===== config.mk =====
export PLATFORM = sky130hd
export DESIGN_NAME = saturn_debug_uart_tx
export DESIGN_NICKNAME = d
export VERILOG_FILES = /design/src/rtl/saturn_debug_uart_tx.sv
export SDC_FILE = /design/constraint.sdc
export NUM_CORES = 1
export LEC_CHECK = 0
export CORE_ASPECT_RATIO = 1.2
export CORE_UTILIZATION = 40
export DETAILED_ROUTE_END_ITERATION = 8
export DONT_BUFFER_PORTS = 1
export PLACE_DENSITY = 0.57
export SETUP_SLACK_MARGIN = 0.15
export SLEW_MARGIN = 20
export SYNTH_ARGS = -nofsm -noshare
export SYNTH_HDL_FRONTEND = slang
export SYNTH_SLANG_ARGS = --single-unit

===== constraint.sdc =====
create_clock -name i_clk -period 2.95 [get_ports i_clk]
set_input_delay 0.295 -clock i_clk [delete_from_list [all_inputs] [get_ports i_clk]]
set_output_delay 0.295 -clock i_clk [all_outputs]
set_load 0.01 [all_outputs]

===== src/rtl/saturn_debug_uart_tx.sv =====
// saturn_debug_uart_tx: FIFO-buffered 8N1 UART transmitter for the debug character stream.
// Characters are queued from the bus controller's write strobe and shifted out LSB first.
// The line keeps draining regardless of CPU halt or clock gating.
module saturn_debug_uart_tx #(
  parameter int unsigned CLK_DIV = 104,
  parameter int unsigned FIFO_AW = 4
) (
  input  logic               i_clk,
  input  logic               i_reset,
  input  logic [7:0]         i_char_to_send,
  input  logic               i_char_valid,
  input  logic               i_char_send,
  output logic               o_serial_busy,
  output logic               o_tx,
  output logic [FIFO_AW:0]   o_fifo_level,
  output logic               o_overflow,
  output logic               o_tx_active
);

  localparam int unsigned DEPTH = 1 << FIFO_AW;
  localparam int unsigned LW    = FIFO_AW + 1;
  localparam int unsigned CW    = (CLK_DIV > 1) ? $clog2(CLK_DIV) : 1;
  localparam logic [CW-1:0] DIV_M1 = CW'(CLK_DIV - 1);

  typedef enum logic [1:0] {
    S_IDLE  = 2'd0,
    S_START = 2'd1,
    S_DATA  = 2'd2,
    S_STOP  = 2'd3
  } state_t;

  state_t               r_state;
  logic [7:0]           r_mem [DEPTH];
  logic [FIFO_AW-1:0]   r_wr_ptr;
  logic [FIFO_AW-1:0]   r_rd_ptr;
  logic [LW-1:0]        r_level;
  logic                 r_busy;
  logic                 r_overflow;
  logic [CW-1:0]        r_cnt;
  logic [2:0]           r_idx;
  logic [7:0]           r_sh;
  logic                 r_tx;
  logic                 r_tx_active;

  logic                 w_write;
  logic                 w_drop;
  logic                 w_has_data;
  logic                 w_bit_end;
  logic                 w_pop;
  logic [7:0]           w_head;
  logic [LW-1:0]        w_level_nxt;

  // Write/drop decisions use the registered full flag; pops happen only at frame starts
  always_comb begin
    w_write     = i_char_send & i_char_valid & ~r_busy;
    w_drop      = i_char_send & i_char_valid & r_busy;
    w_has_data  = (r_level != '0);
    w_bit_end   = (r_cnt == DIV_M1);
    w_pop       = w_has_data & ((r_state == S_IDLE) | ((r_state == S_STOP) & w_bit_end));
    w_head      = r_mem[r_rd_ptr];
    w_level_nxt = r_level;
    case ({w_write, w_pop})
      2'b10:   w_level_nxt = r_level + LW'(1);
      2'b01:   w_level_nxt = r_level - LW'(1);
      default: w_level_nxt = r_level;
    endcase
  end

  // FIFO storage; contents are don't-care after reset since pointers and level are cleared
  always_ff @(posedge i_clk) begin
    if (!i_reset && w_write) begin
      r_mem[r_wr_ptr] <= i_char_to_send;
    end
  end

  // Pointers, level, full flag and sticky overflow
  always_ff @(posedge i_clk) begin
    if (i_reset) begin
      r_wr_ptr   <= '0;
      r_rd_ptr   <= '0;
      r_level    <= '0;
      r_busy     <= 1'b0;
      r_overflow <= 1'b0;
    end else begin
      if (w_write) r_wr_ptr <= r_wr_ptr + FIFO_AW'(1);
      if (w_pop)   r_rd_ptr <= r_rd_ptr + FIFO_AW'(1);
      r_level <= w_level_nxt;
      r_busy  <= (w_level_nxt == LW'(DEPTH));
      if (w_drop) r_overflow <= 1'b1;
    end
  end

  // Frame FSM; o_tx is loaded with the level of the state being entered
  always_ff @(posedge i_clk) begin
    if (i_reset) begin
      r_state     <= S_IDLE;
      r_cnt       <= '0;
      r_idx       <= '0;
      r_sh        <= '0;
      r_tx        <= 1'b1;
      r_tx_active <= 1'b0;
    end else begin
      case (r_state)
        S_IDLE: begin
          r_tx        <= 1'b1;
          r_tx_active <= 1'b0;
          if (w_pop) begin
            r_sh        <= w_head;
            r_cnt       <= '0;
            r_state     <= S_START;
            r_tx        <= 1'b0;
            r_tx_active <= 1'b1;
          end
        end
        S_START: begin
          if (w_bit_end) begin
            r_cnt   <= '0;
            r_idx   <= '0;
            r_state <= S_DATA;
            r_tx    <= r_sh[0];
          end else begin
            r_cnt <= r_cnt + CW'(1);
          end
        end
        S_DATA: begin
          if (w_bit_end) begin
            r_cnt <= '0;
            if (r_idx == 3'd7) begin
              r_state <= S_STOP;
              r_tx    <= 1'b1;
            end else begin
              r_sh  <= {1'b0, r_sh[7:1]};
              r_idx <= r_idx + 3'd1;
              r_tx  <= r_sh[1];
            end
          end else begin
            r_cnt <= r_cnt + CW'(1);
          end
        end
        S_STOP: begin
          if (w_bit_end) begin
            r_cnt <= '0;
            if (w_pop) begin
              r_sh    <= w_head;
              r_state <= S_START;
              r_tx    <= 1'b0;
            end else begin
              r_state     <= S_IDLE;
              r_tx        <= 1'b1;
              r_tx_active <= 1'b0;
            end
          end else begin
            r_cnt <= r_cnt + CW'(1);
          end
        end
        default: begin
          r_state     <= S_IDLE;
          r_tx        <= 1'b1;
          r_tx_active <= 1'b0;
        end
      endcase
    end
  end

  assign o_serial_busy = r_busy;
  assign o_tx          = r_tx;
  assign o_fifo_level  = r_level;
  assign o_overflow    = r_overflow;
  assign o_tx_active   = r_tx_active;

endmodule


# --- Yosys cells after proc, flatten, opt, wreduce, memory -nomap -nowiden ---
# Memory sizes are Yosys's and may differ from the RTL's. A register that Yosys moved wholly into a read port is not among the register bits.
# Cells that the tools add are included.
op_classes:
  n_eq_ne: 15
  bitwise: 7
  mux: 34
  n_reduce_logical: 13
  addsub: 6
ops:
  columns: ["operator", "n"]
  rows:
  - ["two-way mux 8 bit", 4]
  - ["case mux 8 bit (3 select lines)", 1]
  - ["two-way mux 7 bit", 2]
  - ["inequality test 2 bit (second input constant)", 7]
  - ["case mux 7 bit (2 select lines)", 1]
  - ["two-way mux 1 bit", 11]
  - ["two-way mux 2 bit", 5]
  - ["case mux 5 bit (2 select lines)", 1]
  - ["two-way mux 3 bit", 3]
  - ["adder 4 x 1 -> 4 bit (second input constant)", 2]
  - ["two-way mux 4 bit", 2]
  - ["case mux 2 bit (4 select lines)", 1]
  - ["AND reduction 4 bit", 2]
  - ["adder 7 x 1 -> 7 bit (second input constant)", 1]
  - ["== test 7 bit (second input constant)", 1]
  - ["== test 2 bit (second input constant)", 3]
  - ["case mux 3 bit (2 select lines)", 1]
  - ["AND reduction 3 bit", 2]
  - ["adder 5 x 1 -> 5 bit (second input constant)", 1]
  - ["bitwise AND 1 bit", 5]
  - ["== test 5 bit (second input constant)", 1]
  - ["AND reduction 5 bit", 1]
  - ["nonzero test 5 bit", 1]
  - ["subtractor 5 x 1 -> 5 bit (second input constant)", 1]
  - ["other kinds (13)", 15]
word_totals:
  mem_bits_rw: 128
  inputBits: 12
  register_bits: 37
  mem_count: 1
  word_cells: 87
mem_list:
  columns: ["memory", "words", "word_bits", "read_ports", "rd_clocked_by_memory_dff", "wr", "line", "source"]
  rows:
  - ["r_mem", 16, 8, 1, 1, 1, "33", "logic [7:0] r_mem [DEPTH];"]

# --- Longest topological paths before layout ---
# Gate-level depths: netlist (run 1).
depth:
  ltp_word: 7
  ltp_mapped: 15
  depth_no_buf: 13

# --- Worst setup path after synthesis (run 1) ---
# No wires, ideal clock.
synth_timing:
  path_kind: "register -> register"
  from: "reg r_state[0]"
  to: "reg r_busy (netlist: o_serial_busy)"
  t_required_ns: 2.834
  arrival_ns: 2.723
  setup_slack_ns: 0.111
  period_less_slack_ns: 2.839
  path_stages_with_launch: 16
  cell_sequence: "dfxtp_1 -> inv_1 -> ha_1 -> clkbuf_2 -> inv_1 -> o21a_1 -> nor2_2 -> ha_1 -> buf_2 -> xor2_1 -> ha_1 -> and3b_1 -> o21ai_0 -> a21oi_1 -> mux2_2 -> and4_1"
synth_via:
  elab_chain_len: 7
  elab_cells_between_ends: 9
  cone_classes: "eq/ne: 4; mux: 1; bitwise: 3; reduce/logical: 1"
synth_lines:
  columns: ["element", "line", "source"]
  rows:
  - ["start: declaration", "32", "state_t r_state;"]
  - ["start signal: assignment", "96", "r_state <= S_IDLE;"]
  - ["start signal: assignment", "110", "r_state <= S_START;"]
  - ["start signal: assignment", "119", "r_state <= S_DATA;"]
  - ["== test 2 bit", "59", "w_pop = w_has_data & ((r_state == S_IDLE) | ((r_state == S_STOP) & w_bit_end));"]
  - ["bitwise AND 1 bit", "59", null]
  - ["bitwise OR 1 bit (*)", "59", null]
  - ["bitwise AND 1 bit (*)", "59", null]
  - ["named net w_pop", "49", "logic w_pop;"]
  - ["== test 2 x 1 -> 1 bit / == test 2 bit (equally long branches)", "62", "case ({w_write, w_pop})"]
  - ["case mux 5 bit (2 select lines) (*)", "62", null]
  - ["== test 5 bit (*)", "88", "r_busy <= (w_level_nxt == LW'(DEPTH));"]
  - ["end signal: assignment", "88", null]
  - ["end: declaration", "37", "logic r_busy;"]
# The timed path passes the listed nets; every way through them passes the cells marked *.
# A chain may end at the register's enable or synchronous reset.

# --- Final worst setup path (run 1) ---
# Ends and elaborated chain as after synthesis.

==> metrics.cfg, run 1 <==
[placed_design]
place_inst = 682
hpwl_um = 9240
gp_congestion = 0.765
i_o_buffers = 0
dp_worst_setup_slack_ps = 115

[drt]
detailedRoute.firstIterationViolations = 299
totalWireLength_um = 14800
drt-wirelength-per-cell_um = 20.3
detail_route.first_pass.iterations = 7
vias_after_detailed_routing = 4026
route.detailed.vias_per_inst = 5.52
postRouteAntennaNets = 0
drcViolationCount = 0

[grt]
grt_start_max_net_pins = 37
grt_util_all_layers_pct = 17.2
global_route_wire_length_before_repair_um = 22500
first_global_vias = 4046
antenna_found_initial = 0
global_route.overflow_total = 0

[timing]
post-route-period-util_pct = 92.0
setup_ws_ps = 237
finalWorstPathRequiredPeriod_ps = 2710
setup-tns-final_ps = 0
hold_violations = 0
grt_setup_unrepaired = yes
worst_pin_slew_ps = 571
finalClockSkew_ps = 8.04
final-max-slew-violation-count = 0
timing.max_slew.rel_slack_pct = 62.0
fmax_ghz = 0.369
final-setup-viol-count = 0

[die]
starting_density_pct = 40.9
placement_rows = 53
floorplan.die_area_mm2 = 0.0184
design.portCount = 21
floorplan.die.height_um = 149
die_width_um = 124
coreArea_mm2 = 0.0175

[worst_setup_path]
crit-reg2reg-capture = o_serial_busy
critical_path.endpoint_type = flip-flop
timing.reg2reg.worst_path_depth = 12
cp.required_ps = 3270
endpoint = o_serial_busy
critPathLaunchType = flip-flop
timing.reg2reg.setup_slack_ps = 240
critical_path_peak_fanout = 5
endpoint_arrival_time_on_the_critical_path_ps = 3030
setup.worst_path.start = r_state[0]
timing_worst_setup_path_type = flip-flop to flip-flop
rr_startpoint = r_state[0]

[yosys]
post_synth_num_cell_types = 58
postSynth.asyncResetShare_pct = 0
yosys.area.top_type = sky130_fd_sc_hd__edfxtp_1
synth.mux.area_fraction_pct = 12.6
synth.area.top_cells = sky130_fd_sc_hd__edfxtp_1 (54%), sky130_fd_sc_hd__dfxtp_1 (11%), sky130_fd_sc_hd__mux4_2 (10%)
simple_logic_cell_fraction_of_the_synthesized_area_pct = 9.46
synth-seq-area-share_pct = 65.2
syn-instance-count = 462
synthesized_area_fraction_occupied_by_ao_oa_aoi_and_oai_cells_pct = 6.19
synthAdderAreaFrac_pct = 2.97
post-synth-top-area-fraction_pct = 53.7
ys.flop_type = sky130_fd_sc_hd__edfxtp_1
synthXorXnorAreaFrac_pct = 1.47
avgSynthCellArea_um2 = 15.5
postSynthRegisterBits = 169
synth_fp_nets = 491
combinational_family_with_the_most_area_after_synthesis = multiplexers
synth-warning-count = 0
synth_edf_count = 128
synthesis.area_mm2 = 0.00716

[clocking]
cts_buffer_depth = 2
worstSkewPairLatency_ps = 430
cts_clock_pin_slew_for_the_worst_setup_and_hold_paths_ps = 70
clkSinkCount = 169
numCtsBuffers = 17
clk_root_buffer_cell = sky130_fd_sc_hd__clkbuf_16
ctsHtreeMaxLevel = 4
cts_tree = built

[final_layout]
finalNonFillerCells = 729
antennaDiodeCount = 0
area_growth_syn_to_fin_pct = 15.7
layout.cells.most_common = sky130_fd_sc_hd__edfxtp_1
postLayoutCoreUtil_pct = 47.3
layout-drive-gt1-share_pct = 23.4
layout_common_cells = sky130_fd_sc_hd__edfxtp_1 (128), sky130_fd_sc_hd__nor2_1 (42), sky130_fd_sc_hd__dfxtp_1 (36)
final_nets = 525

[power]
power-per-cell-area_mw_per_mm2 = 806
total_power_mw = 6.67
p_leak_nw = 2.69
ir_worst_vdd_uv = 445

[flow_run]
cap_violations = 0

[worst_hold_path]
holdCritPathClass = primary input to flip-flop
worst_hold_path.num_cells = 2

[status]
status = finished clean

[cell usage after synthesis, drive strengths merged (5+ instances only)]
master / n
mux4: 32
nand3: 8
ha: 17
inv: 9
and2: 12
nand2: 21
nor3: 17
mux2i: 15
edfxtp: 128
o21ai: 9
a21oi: 13
buf: 12
nor2: 43
clkbuf: 9
a2111oi: 8
xor2: 6
xnor2: 6
nand3b: 5
dfxtp: 41
and3: 6
[logic make-up after synthesis]
logic type / Yosys count
XOR/XNOR: 12
AND/OR/NAND/NOR: 131
AO/OA/AOI/OAI: 53
multiplexers: 50
buffers and inverters: 30
adder cells (fa/ha/maj): 17
flip-flops: 169
[worst min path at each step]
stage / from / endpoint / slack, ps
final: i_char_valid / o_overflow / 30
after global routing: i_char_valid / o_overflow / 40
after CTS: i_char_valid / o_overflow / 20
after detailed placement: i_reset / r_wr_ptr[1] / 370
after global placement: i_reset / r_cnt[4] / 370
after floorplan: i_char_to_send[0] / r_mem[0][0] / 390
[stage by stage]
step | hold WS, ps | cell area, um2
2_1_floorplan | 394 | 7160
3_3_place_gp | 371 | 7490
3_5_place_dp | 372 | 7490
4_1_cts | 19.9 | 8180
5_1_grt | 36.2 | 8280
6_report | 30.0 | 8280
[registers in the layout, summed over array words and instances, names as in the netlist, named ones only]
| register | flops |
|---|---|
| r_rd_ptr | 4 |
| o_tx_active | 1 |
| r_idx | 3 |
| o_tx | 1 |
| r_wr_ptr | 4 |
| r_state | 2 |
| o_overflow | 1 |
| r_cnt | 7 |
| r_mem | 128 |
| r_sh | 8 |
| o_fifo_level | 5 |
| o_serial_busy | 1 |
[power breakdown]
| part | total, mW | switching [mW] | internal [mW] |
|---|---|---|---|
| clock | 2.23 | 0.956 | 1.27 |
| combinational | 1.62 | 0.846 | 0.774 |
| sequential | 2.83 | 0.148 | 2.68 |
[cell type report]
| class | instances | area (um2) |
|---|---|---|
| repair buffers | 36 | 315 |
| inverters | 9 | 33.8 |
| flip-flops and latches | 169 | 4670 |
| fillers | 1513 | 9230 |
| clock buffers | 18 | 429 |
| well taps | 220 | 275 |
| multi-input cells | 263 | 2390 |
| clock inverters | 14 | 161 |
[critical path: stages (launching register included)]
cell and delay (ps):
sky130_fd_sc_hd__dfxtp_4 370, sky130_fd_sc_hd__ha_2 190, sky130_fd_sc_hd__nand3_2 100, sky130_fd_sc_hd__o21a_4 250
sky130_fd_sc_hd__nor2_4 170, sky130_fd_sc_hd__ha_4 160, sky130_fd_sc_hd__xor2_1 190, sky130_fd_sc_hd__ha_2 230
sky130_fd_sc_hd__and3b_1 160, sky130_fd_sc_hd__o21ai_0 70, sky130_fd_sc_hd__a21oi_1 180, sky130_fd_sc_hd__mux2_2 350
sky130_fd_sc_hd__and4_1 180
[per-layer routing]
metal,share of wire (%),track usage (%),vias up
li1,-,-,1852
met3,4.1,4.33,13
met1,42,21.2,2045
met2,52,29.3,116
met5,0,0,-
met4,1.2,5.30,0
[what timing repair did]
action / CTS / global route
hold endpoints to repair: 167 / 0
hold buffers: 9 / 0
endpoints found under the setup margin: 1 / 1
setup buffers: 0 / 6
resized for setup: 2 / 15
pin swaps: 0 / 6
Note: power is estimated with default switching activity, not from simulation.
==> run 2, diff against run 1 <==
- CORE_MARGIN: default -> 3
- REMOVE_ABC_BUFFERS: default -> 1
==> run 2 against run 1 <==
Sequential power barely moved. Worst setup slack better by 45 ps. Cell area shrank 1.3%. Final cell count shrank 2.2%. Global-route usage decreased by 1.4 points. Critical path type unchanged. Critical endpoint unchanged.
==> metrics.cfg, run 2 (synthesis gave the netlist of run 1 again) <==
[timing]
finalWorstPathRequiredPeriod_ps = 2670  ; was 2710 ps
grt_setup_unrepaired = no  ; was yes
post-route-period-util_pct = 90.4  ; was 92.0%
finalClockSkew_ps = 7.10  ; was 8.04 ps
fmax_ghz = 0.375  ; was 0.369 GHz
hold_violations = 0  ; unchanged
whs_ps = 46.9  ; was 30.0 ps
setup-tns-final_ps = 0  ; unchanged
final-setup-viol-count = 0  ; unchanged
final-max-slew-violation-count = 0  ; unchanged
timing.max_slew.rel_slack_pct = 56.8  ; was 62.0%
worst_pin_slew_ps = 648  ; was 571 ps

[die]
floorplan.die_area_mm2 = 0.0195  ; was 0.0184 mm2
placement_rows = 52  ; was 53
starting_density_pct = 41.7  ; was 40.9%
floorplan.die.height_um = 153  ; was 149 um
die_width_um = 128  ; was 124 um
coreArea_mm2 = 0.0172  ; was 0.0175 mm2
design.portCount = 21  ; unchanged

[worst_setup_path]
endpoint_arrival_time_on_the_critical_path_ps = 2980  ; was 3030 ps
timing_worst_setup_path_type = flip-flop to flip-flop  ; unchanged
critical_path_peak_fanout = 7  ; was 5
critPathLaunchType = flip-flop  ; unchanged
cp.required_ps = 3260  ; was 3270 ps
critical_path.endpoint_type = flip-flop  ; unchanged
timing.reg2reg.setup_slack_ps = 280  ; was 240 ps
rr_startpoint = r_cnt[4]  ; was r_state[0]
setup.worst_path.start = r_cnt[4]  ; was r_state[0]

[power]
ir_worst_vdd_uv = 432  ; was 445 uV
power-per-cell-area_mw_per_mm2 = 814  ; was 806 mW/mm2
p_leak_nw = 2.64  ; was 2.69 nW

[drt]
drt-wirelength-per-cell_um = 20.6  ; was 20.3 um
postRouteAntennaNets = 0  ; unchanged
route.detailed.vias_per_inst = 5.50  ; was 5.52
vias_after_detailed_routing = 3925  ; was 4026
drcViolationCount = 0  ; unchanged
totalWireLength_um = 14700  ; was 14800 um
detail_route.first_pass.iterations = 5  ; was 7
detailedRoute.firstIterationViolations = 208  ; was 299

[clocking]
numCtsBuffers = 17  ; unchanged
cts_buffer_depth = 2  ; unchanged
clkSinkCount = 169  ; unchanged
post_cts_buffers = 0  ; unchanged
worstSkewPairLatency_ps = 420  ; was 430 ps
cts_tree = built  ; unchanged
clk_root_buffer_cell = sky130_fd_sc_hd__clkbuf_16  ; unchanged
ctsHtreeMaxLevel = 4  ; unchanged
cts_clock_pin_slew_for_the_worst_setup_and_hold_paths_ps = 60  ; was 70 ps

[final_layout]
finalNonFillerCells = 713  ; was 729
layout-drive-gt1-share_pct = 20.5  ; was 23.4%
biggestRegsByFlops = r_mem (128), r_sh (8), r_cnt (7)  ; unchanged
layout.cells.most_common = sky130_fd_sc_hd__edfxtp_1  ; unchanged
antennaDiodeCount = 0  ; unchanged
multi_input_comb_area_mm2 = 0.00237  ; was 0.00239 mm2
final_nets = 513  ; was 525
largest_register_ffs = 128  ; unchanged
fillerInstances = 1499  ; was 1513
registers.top_by_ff_count = r_mem  ; unchanged
layout_common_cells = sky130_fd_sc_hd__edfxtp_1 (128), sky130_fd_sc_hd__nor2_1 (42), sky130_fd_sc_hd__dfxtp_1 (34)  ; was sky130_fd_sc_hd__edfxtp_1 (128), sky130_fd_sc_hd__nor2_1 (42), sky130_fd_sc_hd__dfxtp_1 (36)
area_growth_syn_to_fin_pct = 14.2  ; was 15.7%
sequential_cell_area_mm2 = 0.00467  ; unchanged

[grt]
first_global_vias = 4097  ; was 4046
global_route.overflow_total = 0  ; unchanged
global_route_wire_length_before_repair_um = 23200  ; was 22500 um
antenna_found_initial = 0  ; unchanged
grt_util_all_layers_pct = 15.8  ; was 17.2%
grt_start_max_net_pins = 37  ; unchanged

[worst_hold_path]
holdCritStartpoint = i_char_valid  ; unchanged
holdCritPathClass = primary input to flip-flop  ; unchanged

[status]
status = finished clean  ; unchanged

[placed_design]
i_o_buffers = 0  ; unchanged
gp_congestion = 0.803  ; was 0.765
hpwl_um = 9300  ; was 9240 um
place_inst = 672  ; was 682

[flow_run]
cap_violations = 0  ; unchanged

==> run 2: path summary, 6_finish.rpt <==
| path | depth (start not counted) | endpoint |
|---|---|---|
| setup / recovery | 11 | o_serial_busy |
| hold / removal | 2 | o_overflow |
| setup reg to reg | 11 | o_serial_busy |
| hold reg to reg | 2 | r_idx[2] |
==> run 2: area by class of cell <==
cell class	count	share of cell area (%)
Clock inverter	14	2.08
Timing Repair Buffer	24	2.76
Clock buffer	18	5.25
Tap cell	216	3.31
Inverter	9	0.413
Sequential cell	169	57.2
Multi-Input combinational cell	263	29.0
==> run 2: timing repair <==
action	4_1_cts	5_1_grt
hold buffers	9	0
endpoints found under the setup margin	0	1
endpoints found under the hold margin	167	0
resized for setup	0	12
==> run 2: critical path: stages, from the launching register on <==
cell	delay, ps
sky130_fd_sc_hd__dfxtp_2	350
sky130_fd_sc_hd__nand4bb_4	290
sky130_fd_sc_hd__o21a_4	280
sky130_fd_sc_hd__nor2_2	100
sky130_fd_sc_hd__ha_1	180
sky130_fd_sc_hd__xor2_1	170
sky130_fd_sc_hd__ha_2	230
sky130_fd_sc_hd__and3b_1	160
sky130_fd_sc_hd__o21ai_0	70
sky130_fd_sc_hd__a21oi_1	200
sky130_fd_sc_hd__mux2_2	360
sky130_fd_sc_hd__and4_1	180
==> run 2: power breakdown <==
part	leakage (nW)	internal, mW	switching (mW)	total [mW]
clock network	0.292	1.34	0.920	2.26
logic	0.863	0.746	0.807	1.55
registers	1.49	2.68	0.163	2.84
==> run 2: layer usage <==
| metal | vias to the layer above | routed length (um) | share of wire [%] | track usage (%) |
|---|---|---|---|---|
| li1 | 1829 | - | - | - |
| met1 | 1991 | 6410 | 44 | 20.4 |
| met2 | 82 | 7520 | 51 | 26.0 |
| met3 | 23 | 543 | 3.7 | 3.12 |
| met4 | 0 | 191 | 1.3 | 6.57 |
| met5 | - | 0 | 0 | 0 |
==> run 2: through the flow <==
stage / setup slack, ps / instance area (um2) / util, % / power, mW
global route: 155 / 8170 / 47.6 / 7.01
detailed placement: 199 / 7440 / 43.3 / 4.39
floorplan: 146 / 7040 / - / 3.97
CTS: 188 / 8140 / 47.4 / 6.70
finish: 283 / 8170 / 47.6 / 6.66
global placement: 334 / 7440 / 43.3 / 4.35
